File: src/rtl/mcs4_pkg.sv
// MCS-4 bus sequencer shared definitions.
// Subcycle indices and phase vector width.
package mcs4_pkg;

  localparam int PHASE_W = 8;

  localparam logic [2:0] SC_A1 = 3'd0;
  localparam logic [2:0] SC_A2 = 3'd1;
  localparam logic [2:0] SC_A3 = 3'd2;
  localparam logic [2:0] SC_M1 = 3'd3;
  localparam logic [2:0] SC_M2 = 3'd4;
  localparam logic [2:0] SC_X1 = 3'd5;
  localparam logic [2:0] SC_X2 = 3'd6;
  localparam logic [2:0] SC_X3 = 3'd7;

endpackage

File: src/rtl/mcs4_phase_gen.sv
// MCS-4 phase generator: tick counter, subcycle,
// two-phase clocks and one-hot subcycle vector.
module mcs4_phase_gen
  import mcs4_pkg::*;
#(
  parameter int DIV = 1
) (
  input  logic               sysclk,
  input  logic               poc_n,
  input  logic               en,
  output logic               running,
  output logic [2:0]         sub,
  output logic               last,
  output logic               clk1,
  output logic               clk2,
  output logic [PHASE_W-1:0] phase
);

  localparam int TW = (2 * DIV > 1) ? $clog2(2 * DIV) : 1;
  localparam logic [TW-1:0] TMAX = TW'(2 * DIV - 1);
  localparam logic [TW-1:0] TDIV = TW'(DIV);

  logic [TW-1:0] tc;

  // First edge after reset only arms the sequencer.
  always_ff @(posedge sysclk or negedge poc_n) begin
    if (!poc_n) begin
      running <= 1'b0;
      tc      <= '0;
      sub     <= SC_A1;
    end else if (!running) begin
      running <= 1'b1;
    end else if (en) begin
      if (tc == TMAX) begin
        tc  <= '0;
        sub <= sub + 3'd1;
      end else begin
        tc <= tc + 1'b1;
      end
    end
  end

  assign last  = running && (tc == TMAX);
  assign clk1  = running && (tc < TDIV);
  assign clk2  = running && (tc >= TDIV);
  assign phase = running ? (PHASE_W'(1) << sub) : '0;

endmodule

File: src/rtl/mcs4_bus_sequencer.sv
// MCS-4 instruction-cycle bus sequencer.
// Drives address, captures opcode, handles I/O.
module mcs4_bus_sequencer
  import mcs4_pkg::*;
#(
  parameter int DW   = 4,
  parameter int NRAM = 4,
  parameter int DIV  = 1,
  localparam int BW  = (NRAM > 1) ? $clog2(NRAM) : 1
) (
  input  logic               sysclk,
  input  logic               poc_n,
  input  logic               en,
  input  logic [3*DW-1:0]    pc,
  input  logic               io_op,
  input  logic               io_dir,
  input  logic [DW-1:0]      io_wdata,
  input  logic [BW-1:0]      ram_bank,
  input  logic [DW-1:0]      data_in,
  output logic [DW-1:0]      data_out,
  output logic               data_dir,
  output logic               clk1,
  output logic               clk2,
  output logic [PHASE_W-1:0] phase,
  output logic               sync,
  output logic               cmrom,
  output logic [NRAM-1:0]    cmram,
  output logic [DW-1:0]      opr,
  output logic [DW-1:0]      opa,
  output logic               instr_valid,
  output logic               io_rvalid,
  output logic [DW-1:0]      io_rdata
);

  logic          running;
  logic          last;
  logic [2:0]    sub;
  logic          step;
  logic          s_op;
  logic          s_dir;
  logic [DW-1:0] s_wdata;
  logic [BW-1:0] s_bank;
  logic          use_bank;
  logic [BW-1:0] bank_sel;

  mcs4_phase_gen #(.DIV(DIV)) u_phase (
    .sysclk  (sysclk),
    .poc_n   (poc_n),
    .en      (en),
    .running (running),
    .sub     (sub),
    .last    (last),
    .clk1    (clk1),
    .clk2    (clk2),
    .phase   (phase)
  );

  assign step = running && en && last;

  // Captures happen on the last tick of a subcycle.
  always_ff @(posedge sysclk or negedge poc_n) begin
    if (!poc_n) begin
      opr         <= '0;
      opa         <= '0;
      io_rdata    <= '0;
      instr_valid <= 1'b0;
      io_rvalid   <= 1'b0;
      s_op        <= 1'b0;
      s_dir       <= 1'b0;
      s_wdata     <= '0;
      s_bank      <= '0;
    end else begin
      instr_valid <= 1'b0;
      io_rvalid   <= 1'b0;
      if (step) begin
        case (sub)
          SC_M1: begin
            opr     <= data_in;
            s_op    <= io_op;
            s_dir   <= io_dir;
            s_wdata <= io_wdata;
            s_bank  <= ram_bank;
          end
          SC_M2: begin
            opa         <= data_in;
            instr_valid <= 1'b1;
          end
          SC_X2: begin
            if (s_op && !s_dir) begin
              io_rdata  <= data_in;
              io_rvalid <= 1'b1;
            end
          end
          default: ;
        endcase
      end
    end
  end

  always_comb begin
    data_out = '0;
    data_dir = 1'b0;
    cmrom    = 1'b0;
    cmram    = '0;
    sync     = 1'b0;
    use_bank = 1'b0;
    bank_sel = ram_bank;
    if (running) begin
      case (sub)
        SC_A1: begin
          data_dir = 1'b1;
          data_out = pc[DW-1:0];
        end
        SC_A2: begin
          data_dir = 1'b1;
          data_out = pc[2*DW-1:DW];
        end
        SC_A3: begin
          data_dir = 1'b1;
          data_out = pc[3*DW-1:2*DW];
          cmrom    = 1'b1;
          use_bank = 1'b1;
        end
        SC_M2: begin
          if (s_op) begin
            cmrom    = 1'b1;
            use_bank = 1'b1;
            bank_sel = s_bank;
          end
        end
        SC_X2: begin
          if (s_op && s_dir) begin
            data_dir = 1'b1;
            data_out = s_wdata;
          end
        end
        SC_X3: sync = 1'b1;
        default: ;
      endcase
    end
    // Out-of-range banks match no line.
    for (int i = 0; i < NRAM; i++) begin
      if (use_bank && bank_sel == BW'(i)) cmram[i] = 1'b1;
    end
  end

endmodule

File: config.mk
export PLATFORM = sky130hd
export DESIGN_NAME = mcs4_bus_sequencer
export DESIGN_NICKNAME = d
export VERILOG_FILES = /design/src/rtl/mcs4_pkg.sv /design/src/rtl/mcs4_phase_gen.sv /design/src/rtl/mcs4_bus_sequencer.sv
export SDC_FILE = /design/constraint.sdc
export NUM_CORES = 1
export LEC_CHECK = 0
export ABC_AREA = 0
export CAP_MARGIN = 20
export CORE_MARGIN = 1
export CORE_UTILIZATION = 44
export CTS_CLUSTER_SIZE = 12
export DETAILED_ROUTE_END_ITERATION = 12
export PLACE_DENSITY = 0.94
export SYNTH_ARGS = -nofsm -noshare
export SYNTH_HDL_FRONTEND = slang
export SYNTH_SLANG_ARGS = --single-unit
File: constraint.sdc
create_clock -name sysclk -period 2.88 [get_ports sysclk]
set_clock_uncertainty 0.15 [all_clocks]
set_input_delay 0.288 -clock sysclk [delete_from_list [all_inputs] [get_ports sysclk]]
set_output_delay 0.288 -clock sysclk [all_outputs]
set_load 0.02 [all_outputs]
[Word level (Yosys, flattened, before mapping)]
Index checks and enable logic that the tools add are counted.
Cells by class
  reductions and logical operators: 20
  equal/unequal tests: 9
  div/mod/pow operators: 0
  bitwise gates (word level): 0
  shift-type cells: 1
  add/subtract/negate cells: 2
  multiplexer cells: 25
  multiply operators: 0
  $lt $le $gt $ge: 2
Operator list (count)
  $mux W1: 16
  $pmux W4 S4: 1
  $logic_and A1 B1 Y1: 11
  $eq A3 B3 Y1 const B: 3
  $mux W4: 2
  $mux W8: 1
  $shl A1 B3 Y8 const A: 1
  $eq A3 B2 Y1 const B: 2
  $mux W2: 3
  $reduce_and A2 Y1: 3
  $reduce_and A3 Y1: 2
  $eq A2 B2 Y1 const B: 2
  $pmux W1 S2: 2
  $add A3 B1 Y3 const B: 1
  $eq A3 B1 Y1 const B: 1
  $logic_not A3 Y1: 1
  $reduce_or A3 Y1: 1
  $eq A2 B1 Y1 const B: 1
  $logic_not A2 Y1: 1
  $add A1 B1 Y1 const B: 1
  $ge A1 B1 Y1 const B: 1
  $logic_not A1 Y1: 1
  $lt A1 B1 Y1 const B: 1
Storage, ports and cells
  logic and storage cells: 71
  latch bits: 0
  RAM bits: 0
  memories kept: 0
  register bits: 27
  bits in read-only memories: 0

[Depth between registers and ports, before layout]
  depth in word-level cells: 6
  depth in mapped cells: 6
  mapped depth without buffers: 5

[Modules after synthesis]
From an unflattened synthesis, not the netlist that was laid out.
Unflattened totals
  cells, all modules: 135
  area, all modules: 1551.5 um^2
Modules (own cells, without submodules)
  mcs4_bus_sequencer: times used 1, area each 1203.7 um^2, cells each 101, seq. area each 550.5 um^2
  mcs4_phase_gen: times used 1, area each 347.8 um^2, cells each 34, seq. area each 125.1 um^2

[Worst setup path after synthesis]
Ideal clock, no wire load.
  path kind: reg2out
  start: register u_phase.sub[0]
  end: output port cmram[1]
  data arrival time: 1654 ps
  cell stages (with the launch flop): 6
  path slack: 788 ps
  required time: 2442 ps
  path buffers: 1
  path through: dfrtp_1 inv_1 ha_1 clkbuf_1 nand4_1 o32ai_1
Between the ends
  word-level cells in the longest chain between the ends: 6
  elaborated cells between the ends (all ways): 9
  classes of those cells: eq/ne: 3; mux: 5; reduce/logical: 1
RTL lines
  from (decl): line mcs4_phase_gen.sv:12  | output logic [2:0] sub,
  from (signal assigned): line mcs4_phase_gen.sv:36  | sub <= sub + 3'd1;
  $eq A3 B3 Y1: line mcs4_bus_sequencer.sv:109  | case (sub)
  $mux W2: line mcs4_bus_sequencer.sv:109
  $mux W2: line mcs4_bus_sequencer.sv:108  | if (running) begin
  $eq A2 B1 Y1: line mcs4_bus_sequencer.sv:143  | if (use_bank && bank_sel == BW'(i)) cmram[i] = 1'b1;
  $logic_and A1 B1 Y1 *: line mcs4_bus_sequencer.sv:143
  $mux W1 *: line mcs4_bus_sequencer.sv:143
  to (decl): line mcs4_bus_sequencer.sv:27  | output logic [NRAM-1:0] cmram,
Every way passes the cells marked *; elsewhere a longest branch is shown, timed or not.

[Worst setup path in the final report]
  start: register u_phase.sub[0]
  end: output port cmram[2]
Between the ends
  word-level cells in the longest chain between the ends: 6
  elaborated cells between the ends (all ways): 9
  classes of those cells: eq/ne: 3; mux: 5; reduce/logical: 1
RTL lines (line)
  $eq A3 B3 Y1: mcs4_bus_sequencer.sv:109
  $mux W2: mcs4_bus_sequencer.sv:109
  $mux W2: mcs4_bus_sequencer.sv:108
  $eq A2 B2 Y1: mcs4_bus_sequencer.sv:143
  $logic_and A1 B1 Y1 *: mcs4_bus_sequencer.sv:143
  $mux W1 *: mcs4_bus_sequencer.sv:143
Marks and branches as above.

==> impl_metrics.csv <==
group,metric,value,unit
global_routing,grt_util_all_layers,0.209,
setup_path,worst-endpoint-required,2440,ps
timing,timing.final.hold_violations,0,
cells_and_area,syn2layout_area_growth,50.4,%
setup_path,rr_endpoint,"io_rdata[1]",
worst_hold_path,holdCritPathClass,"in2async",
synthesis,seq_area_frac_synth,0.486,
clocking,cts_root_buffer,"clkbuf_4",
floorplan,design.core.area,3030,µm²
cells_and_area,layout.cells.most_common_list,"clkdlybuf4s50_1 (58), dfrtp_1 (26), mux2_2 (21)",
clocking,cts.repair_timing.setup_buffer_count,0,
clocking,max-clock-path-buffers,2,
floorplan,initial_core_util,0.459,
setup_path,worst-path-max-fanout,10,
floorplan,num_io_pins,62,
placement,number_of_buffers_inserted_by_port_buffering,61,
routing,dr_total_vias,1151,
setup_path,crit_chain,"inv_1 > ha_1 > buf_4 > nand2_1 > o32ai_1 > clkdlybuf4s50_1",
timing,setup_viol,0,
setup_path,reg2reg_from,"u_phase.sub[0]",
timing,grt_setup_unrepaired,"no",
cells_and_area,layout-drive-gt1-share,0.197,
global_routing,globalRoute.totalOverflow,0,
global_routing,first_global_vias,1201,
placement,hpwl,2.62,mm
clocking,clkSlewWorstSetupHoldPaths,140,ps
synthesis,synth_top_cell_by_area,"dfrtp_1",
clocking,count_of_h_tree_levels_built_during_cts,1,
timing,period_needed,2740,ps
routing,route.final.wire_length,3.40,mm
placement,preCtsSetupSlack,314,ps
setup_path,worst_reg_to_reg_setup_slack,820,ps
synthesis,synthesis.instances,116,
clocking,count_of_hold_fix_buffers_inserted_at_cts,0,
routing,drt-pass1-iter-count,4,
cells_and_area,antenna_cells,0,
synthesis,synth_warnings,0,
timing,whs,166,ps
cells_and_area,nFillCells,234,
routing,viasPerCell,5.18,
floorplan,fp.dieArea,3380,µm²
global_routing,grt_antenna_before_repair,0,
setup_path,cp_slowest_stage_delay,670,ps
setup_path,end_kind,"output pin",
global_routing,maximum_number_of_pins_on_one_net_before_global_route_repair,28,
clocking,cts.sink_count,27,
synthesis,synthDistinctLibCells,31,
timing,setup-tns-final,0,ps
power_and_ir_drop,power-per-cell-area,789,nW/µm²
synthesis,total_nets_after_synthesis,149,
cells_and_area,final_common_cell,"clkdlybuf4s50_1",
floorplan,floorplan.rows,20,
setup_path,startpoint,"u_phase.sub[0]",
floorplan,floorplan.die.height,58.2,µm
clocking,cts_tree,"built",
routing,post-route-drc-count,0,
synthesis,post_synth_instance_area,1390,µm²
setup_path,slowest_stage,"clkdlybuf4s50_1",
global_routing,grt_first_pass_wirelength,5.42,mm
setup_path,reg2reg_depth,6,
floorplan,floorplan.die.width,58.2,µm
placement,place_congestion,0.774,
timing,fin_max_slew_vios,0,
routing,drtIter0Drc,87,
clocking,cts_made_buffers,3,
routing,wl_per_cell,15.3,µm
power_and_ir_drop,leakagePower,0.936,nW
synthesis,synthTopCellsByArea,"dfrtp_1 (49%), mux2_2 (17%), ha_1 (5.4%)",
synthesis,yosys_register_bits,27,
timing,layout_setup_ws,138,ps
setup_path,critical_path.startpoint_type,"flop",
job,number_of_violations_of_the_max_capacitance_limit,0,
synthesis,synth_area_per_cell,12.0,µm²
cells_and_area,finish.net_count,212,
cells_and_area,finalInstanceArea,2090,µm²
setup_path,critical_path_arrival,2300,ps
routing,detail_route_antenna_nets,0,
setup_path,critical_path_class,"reg2out",
power_and_ir_drop,power.ir.vdd_worst,0.485,mV
placement,placedInstanceArea,2050,µm²
clocking,clock_latency_of_the_later_clocked_register_in_the_worst_skew_pair,320,ps
timing,maxClockFrequency,0.365,GHz
outcome,run_status,"complete, no violations",
timing,finalCritPeriodShare,0.952,
synthesis,yosys_top_cell_area_share,0.486,
[area by class of cell]
| cell class | count | area (µm²) | area share |
|---|---|---|---|
| inverters | 6 | 22.5 | 0.0108 |
| repair buffers | 64 | 641 | 0.307 |
| flip-flops and latches | 27 | 677 | 0.324 |
| multi-input cells | 77 | 667 | 0.319 |
| well taps | 44 | 55.1 | 0.0264 |
| clock buffers | 4 | 26.3 | 0.0126 |
[through the flow]
step                total power, W  utilization  instances
floorplan                  0.00110            -        116
global placement           0.00144        0.676        218
detailed placement         0.00148        0.676        218
CTS                        0.00165        0.685        222
global route               0.00175        0.690        222
finish                     0.00165        0.690        222
[how the worst max path moves through the flow]
stage | depth (start not counted) | slack (ps) | to
final | 6 | 140 | cmram[2]
after global routing | 6 | 4 | cmram[2]
after CTS | 6 | 20 | data_out[0]
after detailed placement | 6 | 310 | cmram[0]
after global placement | 6 | 390 | cmram[0]
after floorplan | 5 | 790 | cmram[1]
[registers in the layout, indices dropped and copies added (netlist names)]
signal / count
opr: 4
s_wdata: 4
u_phase.running: 1
u_phase.sub: 3
s_op: 1
io_rdata: 4
s_dir: 1
u_phase.tc: 1
opa: 4
instr_valid: 1
s_bank: 2
io_rvalid: 1
[cells by family after synthesis]
logic type | count (synthesis) | synth area share
AND/OR/NAND/NOR | 31 | 0.140
flip-flops | 27 | 0.486
multiplexers | 21 | 0.170
AO/OA/AOI/OAI | 16 | 0.0955
buffers and inverters | 12 | 0.0387
adder cells (fa/ha/maj) | 6 | 0.0541
XOR/XNOR | 2 | 0.0126
other | 1 | 0.00270
[cell usage after synthesis]
cell type / n
a21boi_0: 1
a21oi_1: 1
a222oi_1: 4
and2_1: 4
and2_2: 1
and3_1: 3
buf_2: 1
buf_4: 2
clkbuf_1: 3
conb_1: 1
dfrtp_1: 27
ha_1: 6
inv_1: 6
mux2_2: 21
nand2_1: 11
nand3_1: 2
nand3_2: 1
nand3_4: 1
nand4_1: 2
nor2_2: 1
nor2b_1: 2
nor3_1: 1
nor4_4: 1
o21ai_0: 1
o22ai_1: 1
o2bb2ai_1: 4
o311ai_0: 1
o31ai_1: 1
o32ai_1: 2
or3_1: 1
xnor2_1: 2
[layer usage]
metal / GRT usage / vias up / part of all wire
li1: - / 543 / -
met1: 0.259 / 542 / 0.41
met2: 0.365 / 60 / 0.51
met3: 0.0491 / 6 / 0.075
met4: 0.0544 / 0 / 0.011
met5: 0 / - / 0
[what timing repair did]
item / 4_1_cts / 5_1_grt
pin swaps: 0 / 1
endpoints found under the hold margin: 0 / 0
setup endpoints to repair: 1 / 7
gates resized for setup: 1 / 5
gates cloned: 0 / 0
[power breakdown]
| part | total (W) | leakage (nW) | internal [W] | switching (W) |
|---|---|---|---|---|
| logic | 0.000842 | 0.572 | 0.000428 | 0.000414 |
| clock network | 0.000159 | 0.0150 | 0.0000542 | 0.000105 |
| registers | 0.000646 | 0.349 | 0.000509 | 0.000136 |
| total | 0.00165 | 0.936 | 0.000991 | 0.000656 |
[worst max-delay path: cells and delay by family, from the launching register on]
| family | cells | cell delay (ps) |
|---|---|---|
| buffers and inverters | 3 | 950 |
| DFF | 1 | 480 |
| adders and majority gates | 1 | 180 |
| and+or+nand+nor | 1 | 90 |
| AOI/OAI and AO/OA | 1 | 300 |
No activity file was read; power rests on OpenSTA's default activity.
